[config.mk]
export PLATFORM = sky130hd
export DESIGN_NAME = onchip_mem_bist_master_flat
export DESIGN_NICKNAME = d
export VERILOG_FILES = /design/src/rtl/onchip_mem_bist_master_if.sv /design/src/rtl/onchip_mem_bist_master.sv /design/src/flat_wrapper.sv
export SDC_FILE = /design/constraint.sdc
export NUM_CORES = 1
export LEC_CHECK = 0
export BUFFER_PORTS_ARGS = -buffer_cell sky130_fd_sc_hd__buf_2
export CAP_MARGIN = 0
export CORE_MARGIN = 8
export CORE_UTILIZATION = 40
export CTS_BUF_LIST = sky130_fd_sc_hd__clkbuf_16
export DETAILED_ROUTE_END_ITERATION = 8
export HOLD_SLACK_MARGIN = 0.12
export PLACE_DENSITY = 0.65
export SLEW_MARGIN = 20
export SYNTH_ARGS = -nofsm -noshare
export SYNTH_HDL_FRONTEND = slang
export SYNTH_SLANG_ARGS = --single-unit
[constraint.sdc]
create_clock -name clk -period 2.9 [get_ports clk]
set_input_delay 0.145 -clock clk [delete_from_list [all_inputs] [get_ports clk]]
set_output_delay 0.145 -clock clk [all_outputs]
set_load 0.1 [all_outputs]
[src/rtl/onchip_mem_bist_master_if.sv]
// Avalon-MM bus between the BIST master and the single-port on-chip RAM slave (s1).
interface onchip_mem_bist_master_if #(
  parameter int ADDR_W = 10,
  parameter int DATA_W = 32
);
  logic [ADDR_W-1:0]   mem_address;
  logic [DATA_W/8-1:0] mem_byteenable;
  logic                mem_chipselect;
  logic                mem_write;
  logic [DATA_W-1:0]   mem_writedata;
  logic                mem_clken;
  logic                mem_reset_req;
  logic [DATA_W-1:0]   mem_readdata;

  modport master (
    output mem_address, mem_byteenable, mem_chipselect, mem_write,
           mem_writedata, mem_clken, mem_reset_req,
    input  mem_readdata
  );

  modport slave (
    input  mem_address, mem_byteenable, mem_chipselect, mem_write,
           mem_writedata, mem_clken, mem_reset_req,
    output mem_readdata
  );
endinterface

[src/rtl/onchip_mem_bist_master.sv]
// Memory self-test master: fills the RAM with a pattern, reads it back, and
// reports pass/fail, first failing location and a saturating error count.
module onchip_mem_bist_master #(
  parameter int          ADDR_W    = 10,
  parameter int          DATA_W    = 32,
  parameter int          DEPTH     = 1024,
  parameter logic [31:0] LFSR_SEED = 32'hACE1_2468
) (
  input  logic                       clk,
  input  logic                       reset,
  input  logic                       start,
  input  logic [1:0]                 pattern_sel,
  output logic                       busy,
  output logic                       done,
  output logic                       pass,
  output logic [15:0]                err_count,
  output logic [ADDR_W-1:0]          fail_addr,
  output logic [DATA_W-1:0]          fail_data,
  output logic [DATA_W-1:0]          fail_expected,
  onchip_mem_bist_master_if.master   mem
);

  localparam logic [2:0] S_IDLE  = 3'd0;
  localparam logic [2:0] S_WRITE = 3'd1;
  localparam logic [2:0] S_READ  = 3'd2;
  localparam logic [2:0] S_DRAIN = 3'd3;
  localparam logic [2:0] S_DONE  = 3'd4;

  localparam logic [ADDR_W-1:0] LAST_ADDR = ADDR_W'(DEPTH - 1);
  localparam logic [31:0]       LFSR_TAPS = 32'h8020_0003;

  logic [2:0]        state;
  logic [1:0]        sel;
  logic [ADDR_W-1:0] addr;
  logic [31:0]       lfsr;
  logic              cs_q;
  logic              wr_q;
  logic [DATA_W-1:0] wdata_q;
  logic              cmp_valid;
  logic [ADDR_W-1:0] cmp_addr;
  logic [DATA_W-1:0] cmp_exp;

  logic [ADDR_W-1:0] addr_next;
  logic [31:0]       lfsr_next;
  logic [DATA_W-1:0] cur_pat;
  logic [DATA_W-1:0] nxt_pat;
  logic              mismatch;
  logic              first_err;
  logic [15:0]       err_next;

  // Galois form of x^32+x^22+x^2+x+1, shifting right.
  function automatic logic [31:0] lfsr_step(input logic [31:0] v);
    return v[0] ? ((v >> 1) ^ LFSR_TAPS) : (v >> 1);
  endfunction

  function automatic logic [DATA_W-1:0] pattern(input logic [1:0] s,
                                                input logic [ADDR_W-1:0] k,
                                                input logic [31:0] l);
    case (s)
      2'd0:    return DATA_W'(k);
      2'd1:    return ~DATA_W'(k);
      2'd2:    return k[0] ? {(DATA_W/8){8'h5A}} : {(DATA_W/8){8'hA5}};
      default: return DATA_W'(l);
    endcase
  endfunction

  always_comb begin
    addr_next = addr + ADDR_W'(1);
    lfsr_next = lfsr_step(lfsr);
    cur_pat   = pattern(sel, addr, lfsr);
    nxt_pat   = pattern(sel, addr_next, lfsr_next);
    mismatch  = cmp_valid && (mem.mem_readdata != cmp_exp);
    first_err = mismatch && (err_count == '0);
    err_next  = err_count;
    if (mismatch && (err_count != 16'hFFFF))
      err_next = err_count + 16'd1;
  end

  // Read compare runs one cycle behind the issued address to match RAM latency.
  always_ff @(posedge clk) begin
    if (reset) begin
      state         <= S_IDLE;
      sel           <= '0;
      addr          <= '0;
      lfsr          <= LFSR_SEED;
      cs_q          <= 1'b0;
      wr_q          <= 1'b0;
      wdata_q       <= '0;
      cmp_valid     <= 1'b0;
      cmp_addr      <= '0;
      cmp_exp       <= '0;
      pass          <= 1'b0;
      err_count     <= '0;
      fail_addr     <= '0;
      fail_data     <= '0;
      fail_expected <= '0;
    end else begin
      cmp_valid <= (state == S_READ);
      cmp_addr  <= addr;
      cmp_exp   <= cur_pat;
      err_count <= err_next;
      if (first_err) begin
        fail_addr     <= cmp_addr;
        fail_data     <= mem.mem_readdata;
        fail_expected <= cmp_exp;
      end
      case (state)
        S_IDLE: begin
          if (start) begin
            sel           <= pattern_sel;
            err_count     <= '0;
            fail_addr     <= '0;
            fail_data     <= '0;
            fail_expected <= '0;
            pass          <= 1'b0;
            addr          <= '0;
            lfsr          <= LFSR_SEED;
            cs_q          <= 1'b1;
            wr_q          <= 1'b1;
            wdata_q       <= pattern(pattern_sel, '0, LFSR_SEED);
            state         <= S_WRITE;
          end
        end
        S_WRITE: begin
          if (addr == LAST_ADDR) begin
            addr  <= '0;
            lfsr  <= LFSR_SEED;
            wr_q  <= 1'b0;
            state <= S_READ;
          end else begin
            addr    <= addr_next;
            lfsr    <= lfsr_next;
            wdata_q <= nxt_pat;
          end
        end
        S_READ: begin
          if (addr == LAST_ADDR) begin
            cs_q  <= 1'b0;
            state <= S_DRAIN;
          end else begin
            addr <= addr_next;
            lfsr <= lfsr_next;
          end
        end
        S_DRAIN: begin
          pass  <= (err_next == '0);
          state <= S_DONE;
        end
        S_DONE:  state <= S_IDLE;
        default: state <= S_IDLE;
      endcase
    end
  end

  assign busy = (state == S_WRITE) || (state == S_READ) || (state == S_DRAIN);
  assign done = (state == S_DONE);

  assign mem.mem_address    = addr;
  assign mem.mem_chipselect = cs_q;
  assign mem.mem_write      = wr_q;
  assign mem.mem_writedata  = wdata_q;
  assign mem.mem_byteenable = '1;
  assign mem.mem_clken      = 1'b1;
  assign mem.mem_reset_req  = 1'b0;

endmodule

[src/flat_wrapper.sv]
// flat-port wrapper written by rule: the top's interface ports become plain ports
module onchip_mem_bist_master_flat 
#(
  parameter int          ADDR_W    = 10,
  parameter int          DATA_W    = 32,
  parameter int          DEPTH     = 1024,
  parameter logic [31:0] LFSR_SEED = 32'hACE1_2468
)
  (clk, reset, start, pattern_sel, busy, done, pass, err_count, fail_addr, fail_data, fail_expected, mem_mem_address, mem_mem_byteenable, mem_mem_chipselect, mem_mem_write, mem_mem_writedata, mem_mem_clken, mem_mem_reset_req, mem_mem_readdata);
  onchip_mem_bist_master_if #(.ADDR_W(ADDR_W), .DATA_W(DATA_W)) mem_i ();
  input  logic clk;
  input  logic reset;
  input  logic start;
  input  logic [1:0] pattern_sel;
  output logic busy;
  output logic done;
  output logic pass;
  output logic [15:0] err_count;
  output logic [ADDR_W-1:0] fail_addr;
  output logic [DATA_W-1:0] fail_data;
  output logic [DATA_W-1:0] fail_expected;
  output wire logic [$bits(mem_i.mem_address)-1:0] mem_mem_address;
  output wire logic [$bits(mem_i.mem_byteenable)-1:0] mem_mem_byteenable;
  output wire logic [$bits(mem_i.mem_chipselect)-1:0] mem_mem_chipselect;
  output wire logic [$bits(mem_i.mem_write)-1:0] mem_mem_write;
  output wire logic [$bits(mem_i.mem_writedata)-1:0] mem_mem_writedata;
  output wire logic [$bits(mem_i.mem_clken)-1:0] mem_mem_clken;
  output wire logic [$bits(mem_i.mem_reset_req)-1:0] mem_mem_reset_req;
  input wire logic [$bits(mem_i.mem_readdata)-1:0] mem_mem_readdata;
  assign mem_mem_address = mem_i.mem_address;
  assign mem_mem_byteenable = mem_i.mem_byteenable;
  assign mem_mem_chipselect = mem_i.mem_chipselect;
  assign mem_mem_write = mem_i.mem_write;
  assign mem_mem_writedata = mem_i.mem_writedata;
  assign mem_mem_clken = mem_i.mem_clken;
  assign mem_mem_reset_req = mem_i.mem_reset_req;
  assign mem_i.mem_readdata = mem_mem_readdata;
  onchip_mem_bist_master #(.ADDR_W(ADDR_W), .DATA_W(DATA_W), .DEPTH(DEPTH), .LFSR_SEED(LFSR_SEED)) u_core (.clk(clk), .reset(reset), .start(start), .pattern_sel(pattern_sel), .busy(busy), .done(done), .pass(pass), .err_count(err_count), .fail_addr(fail_addr), .fail_data(fail_data), .fail_expected(fail_expected), .mem(mem_i));
endmodule
# Yosys cells after proc, flatten, opt, wreduce, memory -nomap -nowiden
# Cells that the tools add are included.
# classes
n_mux	39
add_sub_neg	2
eq_ne	16
bitwise	3
reduce_logical	21
# op_table
op	count
32-bit two-way mux	14
32-bit case mux with 3 select lines	4
10-bit NOT with 32-bit output	2
32-bit case mux with 2 select lines	1
10-bit two-way mux	6
16-bit two-way mux	3
16-bit zero test	2
32-bit != test	1
10-bit case mux with 3 select lines	1
16-bit by 1-bit adder with 16-bit output, second input constant	1
16-bit != test, second input constant	1
3-bit AND reduction	5
3-bit case mux with 4 select lines	1
10-bit by 1-bit adder with 10-bit output, second input constant	1
10-bit == test, second input constant	1
3-bit two-way mux	3
2-bit != test, second input constant	4
3-bit by 2-bit == test with 1-bit output, second input constant	2
1-bit case mux with 2 select lines	3
2-bit nonzero test	3
2-bit by 1-bit == test with 1-bit output, second input constant	2
2-bit == test, second input constant	2
2-bit zero test	2
3-bit NOT with 4-bit output	1
9 further kinds	15
# totals
inputBits	37
out_inout_bits	143
word_cells	96
register_bits	215

# Depth between registers and ports, before layout
# Gate-level depths: netlist of the first run.
# logic_depth
ltp_word	6
mapped_depth	11
ltp_nobuf	9

# Least setup slack after synthesis of the first run
# OpenSTA, ideal clock, no wires.
# synth_timing
kind	register to register
start	reg u_core.addr[1] (netlist: u_core.mem.mem_address[1])
end	reg u_core.lfsr[0]
period_less_slack_ps	2942
stages_incl_launch_ff	12
n_path_buf	3
path_slack_ps	-42
t_arrival_ps	2815
t_required_ps	2772
setup_time_ps	128
cell_sequence	dfxtp_1 -> ha_1 -> nand4_2 -> nor3_4 -> and3_1 -> buf_6 -> or2_2 -> buf_2 -> buf_4 -> o21ai_0 -> a21oi_1 -> nor2_1
# synth_via
elab_chain_cells	3
word_cells_on_any_way	5
cone_classes	2 x eq/ne; 2 x mux; 1 x reduce/logical
# synth_rtl
item	line_no	source
start: declaration	onchip_mem_bist_master.sv:34	logic [ADDR_W-1:0] addr;
start signal: assignment	onchip_mem_bist_master.sv:131	addr <= addr_next;
start signal: assignment	onchip_mem_bist_master.sv:141	addr <= addr_next;
10-bit == test *	onchip_mem_bist_master.sv:125, onchip_mem_bist_master.sv:137	
32-bit two-way mux or 2-bit != test (tied branches)	--	
32-bit case mux with 3 select lines or 3-bit AND reduction (tied branches)	--	
end signal: assignment	onchip_mem_bist_master.sv:132	lfsr <= lfsr_next;
end signal: assignment	onchip_mem_bist_master.sv:142	lfsr <= lfsr_next;
end: declaration	onchip_mem_bist_master.sv:35	logic [31:0] lfsr;
# Every way passes the cells marked *; elsewhere a longest branch is shown, timed or not.
# A chain may end at the register's enable or synchronous reset.

# Worst setup path after layout of the first run
# layout_timing
start	reg u_core.cmp_exp[15]
end	reg u_core.pass
# layout_via
elab_chain_cells	6
# layout_rtl
item	line_no	source
start: declaration	onchip_mem_bist_master.sv:41	logic [DATA_W-1:0] cmp_exp;
start signal: assignment	onchip_mem_bist_master.sv:100	cmp_exp <= cur_pat;
32-bit != test	onchip_mem_bist_master.sv:72	mismatch = cmp_valid && (mem.mem_readdata != cmp_exp);
1-bit logical AND	onchip_mem_bist_master.sv:72	
1-bit logical AND	onchip_mem_bist_master.sv:75	if (mismatch && (err_count != 16'hFFFF))
16-bit two-way mux	onchip_mem_bist_master.sv:75	
16-bit zero test	onchip_mem_bist_master.sv:146	pass <= (err_next == '0);
1-bit case mux with 2 select lines	onchip_mem_bist_master.sv:107	case (state)
end signal: assignment	onchip_mem_bist_master.sv:146	
end: declaration	onchip_mem_bist_master.sv:15	output logic pass,
# Every way passes these cells.

==> results.toml, run 1 <==
[status]
status = "completed"

[setup_path]
cp_max_fo = 11
ff2ff_setup_slack_ns = 0.43
required_ns = 3.31
startpoint_type = "flop"
regToRegStartpoint = "u_core.cmp_exp[15]"
timing.critical_path.to_type = "flop"
worstPathArrival_ns = 2.88
rr_worst_depth = 8
worst_r2r_endpoint = "u_core.pass"
startpoint = "u_core.cmp_exp[15]"
worstSetupEndpoint = "u_core.pass"
crit_type = "flop to flop"

[power_and_ir_drop]
p_clk_frac = 0.442
p_leak_uw = 0.00481
seqPwrFrac = 0.422
power_uw = 7440
power_density_nw_per_um2 = 649
swShare = 0.274
internal-power_uw = 5400
comb_power_share = 0.136
peakVddDrop_uv = 314
power.switching_uw = 2040

[flow_run]
maxCapViolations = 0

[die]
initial_core_util = 0.406
coreArea_um2 = 22600
rows = 55
ioPinCount = 180
die_width_um = 167
die_area_um2 = 28000
die_h_um = 167

[layout]
num_antenna_cells = 0
nFillCells = 2098
drive_gt1_frac = 0.213
area_delta_synth_final_pct = 25.1
final_nets = 1231
final_cell_count_no_fill = 1490

[routing]
drtPass1Iterations = 5
avgRoutedWirePerCell_um = 17.8
vias = 7690
avgViaCountPerCell = 5.16
wirelength_um = 26500
drc = 0
drt_iter0_drc = 553
antenna_left = 0

[placed_design]
globalplace.congestion = 0.856
hpwl_um = 18800
io_buffers = 173
dp_cells = 1412

[logic_synthesis]
avgSynthCellArea_um2 = 9.09
ys_types = 57
synthCells = 1008
seq_area_frac_synth = 0.470
yosys.area.top_type = "dfxtp_1"
synth.area.top_cells = "dfxtp_1, mux2i_1, nor2_1, xor2_1, a21oi_1"
synth_top_area_share = 0.470
synth-warning-count = 0
synth_edf_count = 0
ys.flop_type = "dfxtp_1"
syn_area_um2 = 9160
ys_ff_latch = 215
synth-async-reset-ratio = 0

[grt]
grt_pass1_wl_um = 41600
grt_usage = 0.180
grt_start_max_net_pins = 94
grt_pass1_vias = 7297
gr-total-overflow = 0
antenna_found_initial = 0
grt.busiest_layer = "met2"
grt_use_met3 = 0.0336
met1_usage = 0.238
met2_usage = 0.293

[timing]
slew_headroom = 0.479
layout_min_cycle_time_ns = 2.47
slew_violations = 0
post-route-period-util = 0.852
finalSetupViolations = 0
setup_tns_ns = 0
clock_skew_ns = 0.0127
rsz0062_at_grt = "no"
finalHoldViolations = 0
achievable-frequency_mhz = 405
worst_slew_pin_slew_ns = 0.779

[clock_tree]
ctsHtreeMaxLevel = 1
cts-resized-gates = 0
postCtsSetupRepairBufs = 0
clk_latency_ns = 0.50
cts_inserted_buffers = 23
cts_sinks = 215
clock_path_buffers = 3
path_clk_slew_ns = 0.06
cts_tree = "done"
root_buffer = "clkbuf_16"

[hold_path]
min_path_cells = 4
hold_path.class = "primary input to flop"
[stage by stage]
stage | setup WS (ns) | hold WS (ns) | area, µm² | utilization
2_1_floorplan | 0.0236 | 0.292 | 9180 | -
3_3_place_gp | 0.453 | 0.407 | 10200 | 0.454
3_5_place_dp | 0.437 | 0.417 | 10200 | 0.454
4_1_cts | 0.429 | 0.437 | 11500 | 0.508
5_1_grt | 0.254 | 0.473 | 11500 | 0.508
6_report | 0.429 | 0.462 | 11500 | 0.508
[layout by cell type (no fill, tap or decap), types with 3 or more instances in the layout]
master and n:
inv_1 10, nor2_1 193, clkbuf_16 23, buf_4 16
clkinv_1 5, and4_1 3, a21oi_1 81, dlygate4sd3_1 36
nand4_1 6, buf_2 172, nand3_1 5, a211oi_1 31
o21ai_0 12, nand2_1 46, and3_1 9, a311oi_1 10
a22oi_1 19, conb_1 6, nand2b_1 15, nor3_1 22
nor3_2 3, and2_1 5, nor2b_1 14, or2_2 5
nor4_1 13, ha_1 6, buf_12 6, dfxtp_1 214
o22ai_1 13, clkinvlp_4 3, bufinv_16 7, or3_1 3
xnor2_1 18, xor2_1 54, a21o_1 3, mux2i_1 84
[worst min path at each step]
stage | start | end | slack (ns)
detailed placement | mem_mem_readdata[24] | u_core.fail_data[24] | 0.42
global route | mem_mem_readdata[2] | u_core.fail_data[2] | 0.47
floorplan | pattern_sel[0] | u_core.sel[0] | 0.29
CTS | mem_mem_readdata[29] | u_core.fail_data[29] | 0.44
finish | mem_mem_readdata[20] | u_core.fail_data[20] | 0.46
global placement | mem_mem_readdata[14] | u_core.fail_data[14] | 0.41
[repair_timing]
action,in CTS,in global routing
endpoints found under the hold margin,57,0
hold buffers,36,0
endpoints found under the setup margin,0,0
[critical path, cell delays in order (launching register included)]
cell and delay, ns:
dfxtp_1 0.33, xor2_1 0.16, nor4_1 0.37, nand4_1 0.17, o21ai_2 0.47, nor3_1 0.22, a211oi_1 0.27, o2111ai_1 0.15
o31ai_1 0.24
[cell usage after synthesis (10+ instances only)]
cell type  instances
xnor2_1           18
nor3_1            23
mux2i_1           84
nand2b_1          15
nor2b_1           14
o21ai_0           12
inv_1             10
a21oi_1           81
a211oi_1          31
xor2_1            54
buf_4             10
o22ai_1           13
nor4_1            13
a311oi_1          10
a22oi_1           19
dfxtp_1          215
nand2_1           46
nor2_1           194
buf_2             23
clkbuf_1          37
[kinds of logic after synthesis]
kind of cell               Yosys count  share of synthesized area
and+or+nand+nor                    354                      0.180
DFF                                215                      0.470
AOI/OAI and AO/OA                  185                      0.131
buffers and inverters               89                     0.0479
muxes                               85                     0.0930
xor gates and xnor gates            72                     0.0688
adders and majority gates            6                    0.00820
other                                2                   0.000820
[area by class of cell]
cell class	instances	area [µm²]	share of cell area
Sequential cell	215	4310	0.376
Clock buffer	23	576	0.0502
Inverter	10	37.5	0.00328
Multi-Input combinational cell	708	4440	0.388
Timing Repair Buffer	230	1460	0.128
Tap cell	285	357	0.0311
Clock inverter	19	279	0.0244
[flip-flops by register name, indices dropped and copies added (netlist names)]
register / cells
u_core.cmp_addr: 10
u_core.cmp_exp: 32
u_core.cmp_valid: 1
u_core.err_count: 16
u_core.fail_addr: 10
u_core.fail_data: 32
u_core.fail_expected: 32
u_core.lfsr: 32
u_core.mem.mem_address: 10
u_core.mem.mem_chipselect: 1
u_core.mem.mem_write: 1
u_core.mem.mem_writedata: 32
u_core.pass: 1
u_core.sel: 2
u_core.state: 3
[power by group through the flow]
| stage | Sequential, µW | Combinational [µW] | Clock (µW) |
|---|---|---|---|
| floorplan | 3490 | 440 | 0 |
| finish | 3140 | 1010 | 3290 |
| global route | 3150 | 1070 | 3500 |
| CTS | 3140 | 1010 | 3360 |
| global placement | 3200 | 970 | 0 |
| detailed placement | 3200 | 972 | 0 |
[per-layer routing]
layer,up-vias,share of wire
met5,-,0
met4,0,0.024
met3,43,0.057
met2,228,0.46
met1,3594,0.46
li1,3825,-
Note: power is estimated with default switching activity, not from simulation.
==> run 2, diff against run 1 <==
--- a/config.mk
+++ b/config.mk
@@ -8,11 +8,11 @@
 export BUFFER_PORTS_ARGS = -buffer_cell sky130_fd_sc_hd__buf_2
 export CAP_MARGIN = 0
 export CORE_MARGIN = 8
-export CORE_UTILIZATION = 40
+export CORE_UTILIZATION = 30
 export CTS_BUF_LIST = sky130_fd_sc_hd__clkbuf_16
 export DETAILED_ROUTE_END_ITERATION = 8
 export HOLD_SLACK_MARGIN = 0.12
-export PLACE_DENSITY = 0.65
+export PLACE_DENSITY = 0.53
 export SLEW_MARGIN = 20
 export SYNTH_ARGS = -nofsm -noshare
 export SYNTH_HDL_FRONTEND = slang
==> results.toml, run 2 (synthesis gave the netlist of run 1 again) <==
[routing]
drc = 0
avgRoutedWirePerCell_um = 17.6
avgViaCountPerCell = 4.80
drt_iter0_drc = 497
wirelength_um = 28400
drtPass1Iterations = 5
vias = 7726
antenna_left = 0

[flow_run]
maxCapViolations = 0

[power_and_ir_drop]
p_clk_frac = 0.414
power_uw = 7110
seqPwrFrac = 0.441
comb_power_share = 0.145
internal-power_uw = 5080
peakVddDrop_uv = 351
power.switching_uw = 2020
p_leak_uw = 0.00482
power_density_nw_per_um2 = 616
swShare = 0.285

[layout]
final_nets = 1239
drive_gt1_frac = 0.210
area_delta_synth_final_pct = 26.0
layout_common_cells = "dfxtp_1, nor2_1, buf_2"
final_core_util = 0.380
num_antenna_cells = 0
final_common_cell = "dfxtp_1"
nFillCells = 3060

[clock_tree]
ctsHtreeMaxLevel = 1
path_clk_slew_ns = 0.06
postCtsSetupRepairBufs = 0
cts_sinks = 215
clk_latency_ns = 0.52
root_buffer = "clkbuf_16"
cts_inserted_buffers = 24
clock_path_buffers = 3
cts_tree = "done"

[setup_path]
worst_r2r_endpoint = "u_core.pass"
regToRegStartpoint = "u_core.cmp_exp[3]"
crit_type = "flop to flop"
startpoint_type = "flop"
rr_worst_depth = 8
cp_max_fo = 10
ff2ff_setup_slack_ns = 0.44
timing.critical_path.to_type = "flop"
required_ns = 3.33
worstPathArrival_ns = 2.89
startpoint = "u_core.cmp_exp[3]"

[hold_path]
hold-path-endpoint = "u_core.fail_data[16]"
hold_path.class = "primary input to flop"
min_path_cells = 4
hp-start = "mem_mem_readdata[16]"

[status]
status = "completed"

[placed_design]
io_buffers = 173
hpwl_um = 20600
globalplace.congestion = 0.851

[die]
rows = 64
ioPinCount = 180
die_h_um = 191
die_area_um2 = 36400
initial_core_util = 0.302
die_width_um = 191
coreArea_um2 = 30300

[timing]
worst_slew_pin_slew_ns = 0.695
slew_violations = 0
whs_ns = 0.439
setup_tns_ns = 0
post-route-period-util = 0.848
finalSetupViolations = 0
rsz0062_at_grt = "no"
layout_min_cycle_time_ns = 2.46
finalHoldViolations = 0
clock_skew_ns = 0.0160
slew_headroom = 0.535
achievable-frequency_mhz = 407

[grt]
grt_pass1_wl_um = 43600
gr-total-overflow = 0
grt_usage = 0.149
grt_start_max_net_pins = 75
grt_pass1_vias = 7526
antenna_found_initial = 0
run 2: cell count changes in the layout (fill, tap and decap cells not counted), sizes merged:
| cell | before | now |
|---|---|---|
| clkinv | 8 | 7 |
| bufinv | 7 | 3 |
| dlygate4sd3 | 36 | 38 |
| clkbuf | 23 | 24 |
| inv | 11 | 17 |
| buf | 194 | 199 |
| clkinvlp | 3 | 1 |
run 2: metal layers:
layer	part of all wire	up-vias	wire, µm	GRT usage
met3	0.052	39	1480	0.0252
met4	0.023	0	660	0.0480
met1	0.46	3674	13000	0.196
met5	0	-	0	0
li1	-	3827	-	-
met2	0.47	186	13200	0.244
run 2: worst max-delay path by stage:
stage	to	cells after the start
3_3_place_gp	u_core.pass	8
5_1_grt	u_core.pass	8
4_1_cts	u_core.pass	8
6_report	u_core.pass	8
2_1_floorplan	u_core.lfsr[0]	11
3_5_place_dp	u_core.pass	8
run 2: cell type report:
type | instances | area [µm²] | area share
multi-input cells | 708 | 4440 | 0.385
flip-flops and latches | 215 | 4310 | 0.373
repair buffers | 237 | 1490 | 0.129
clock buffers | 24 | 601 | 0.0520
well taps | 396 | 495 | 0.0429
clock inverters | 18 | 164 | 0.0142
inverters | 10 | 37.5 | 0.00325
run 2: power groups by stage:
| stage | clock, µW | combinational (µW) | sequential (µW) |
|---|---|---|---|
| 6_report | 2940 | 1030 | 3130 |
| 5_1_grt | 3160 | 1100 | 3150 |
| 4_1_cts | 3040 | 1040 | 3130 |
| 3_5_place_dp | 0 | 993 | 3200 |
| 3_3_place_gp | 0 | 993 | 3200 |
| 2_1_floorplan | 0 | 440 | 3490 |
run 2: critical path: stages (launching register included):
cell and delay, ns:
dfxtp_1 0.35, xor2_1 0.20, nor4_1 0.34, nand4_1 0.16, o21ai_2 0.45, nor3_1 0.22
a211oi_1 0.28, o2111ai_1 0.13, o31ai_1 0.24
run 2: repair_timing:
action	CTS	global route
gates resized for setup	0	0
endpoints found under the hold margin	58	0
hold buffers	38	0
run 2: through the flow:
step | worst slack, ns | instance area [µm²] | cells
2_1_floorplan | 0.0236 | 9180 | 1012
3_3_place_gp | 0.456 | 10400 | 1528
3_5_place_dp | 0.431 | 10400 | 1528
4_1_cts | 0.400 | 11500 | 1608
5_1_grt | 0.216 | 11500 | 1608
6_report | 0.441 | 11500 | 1608
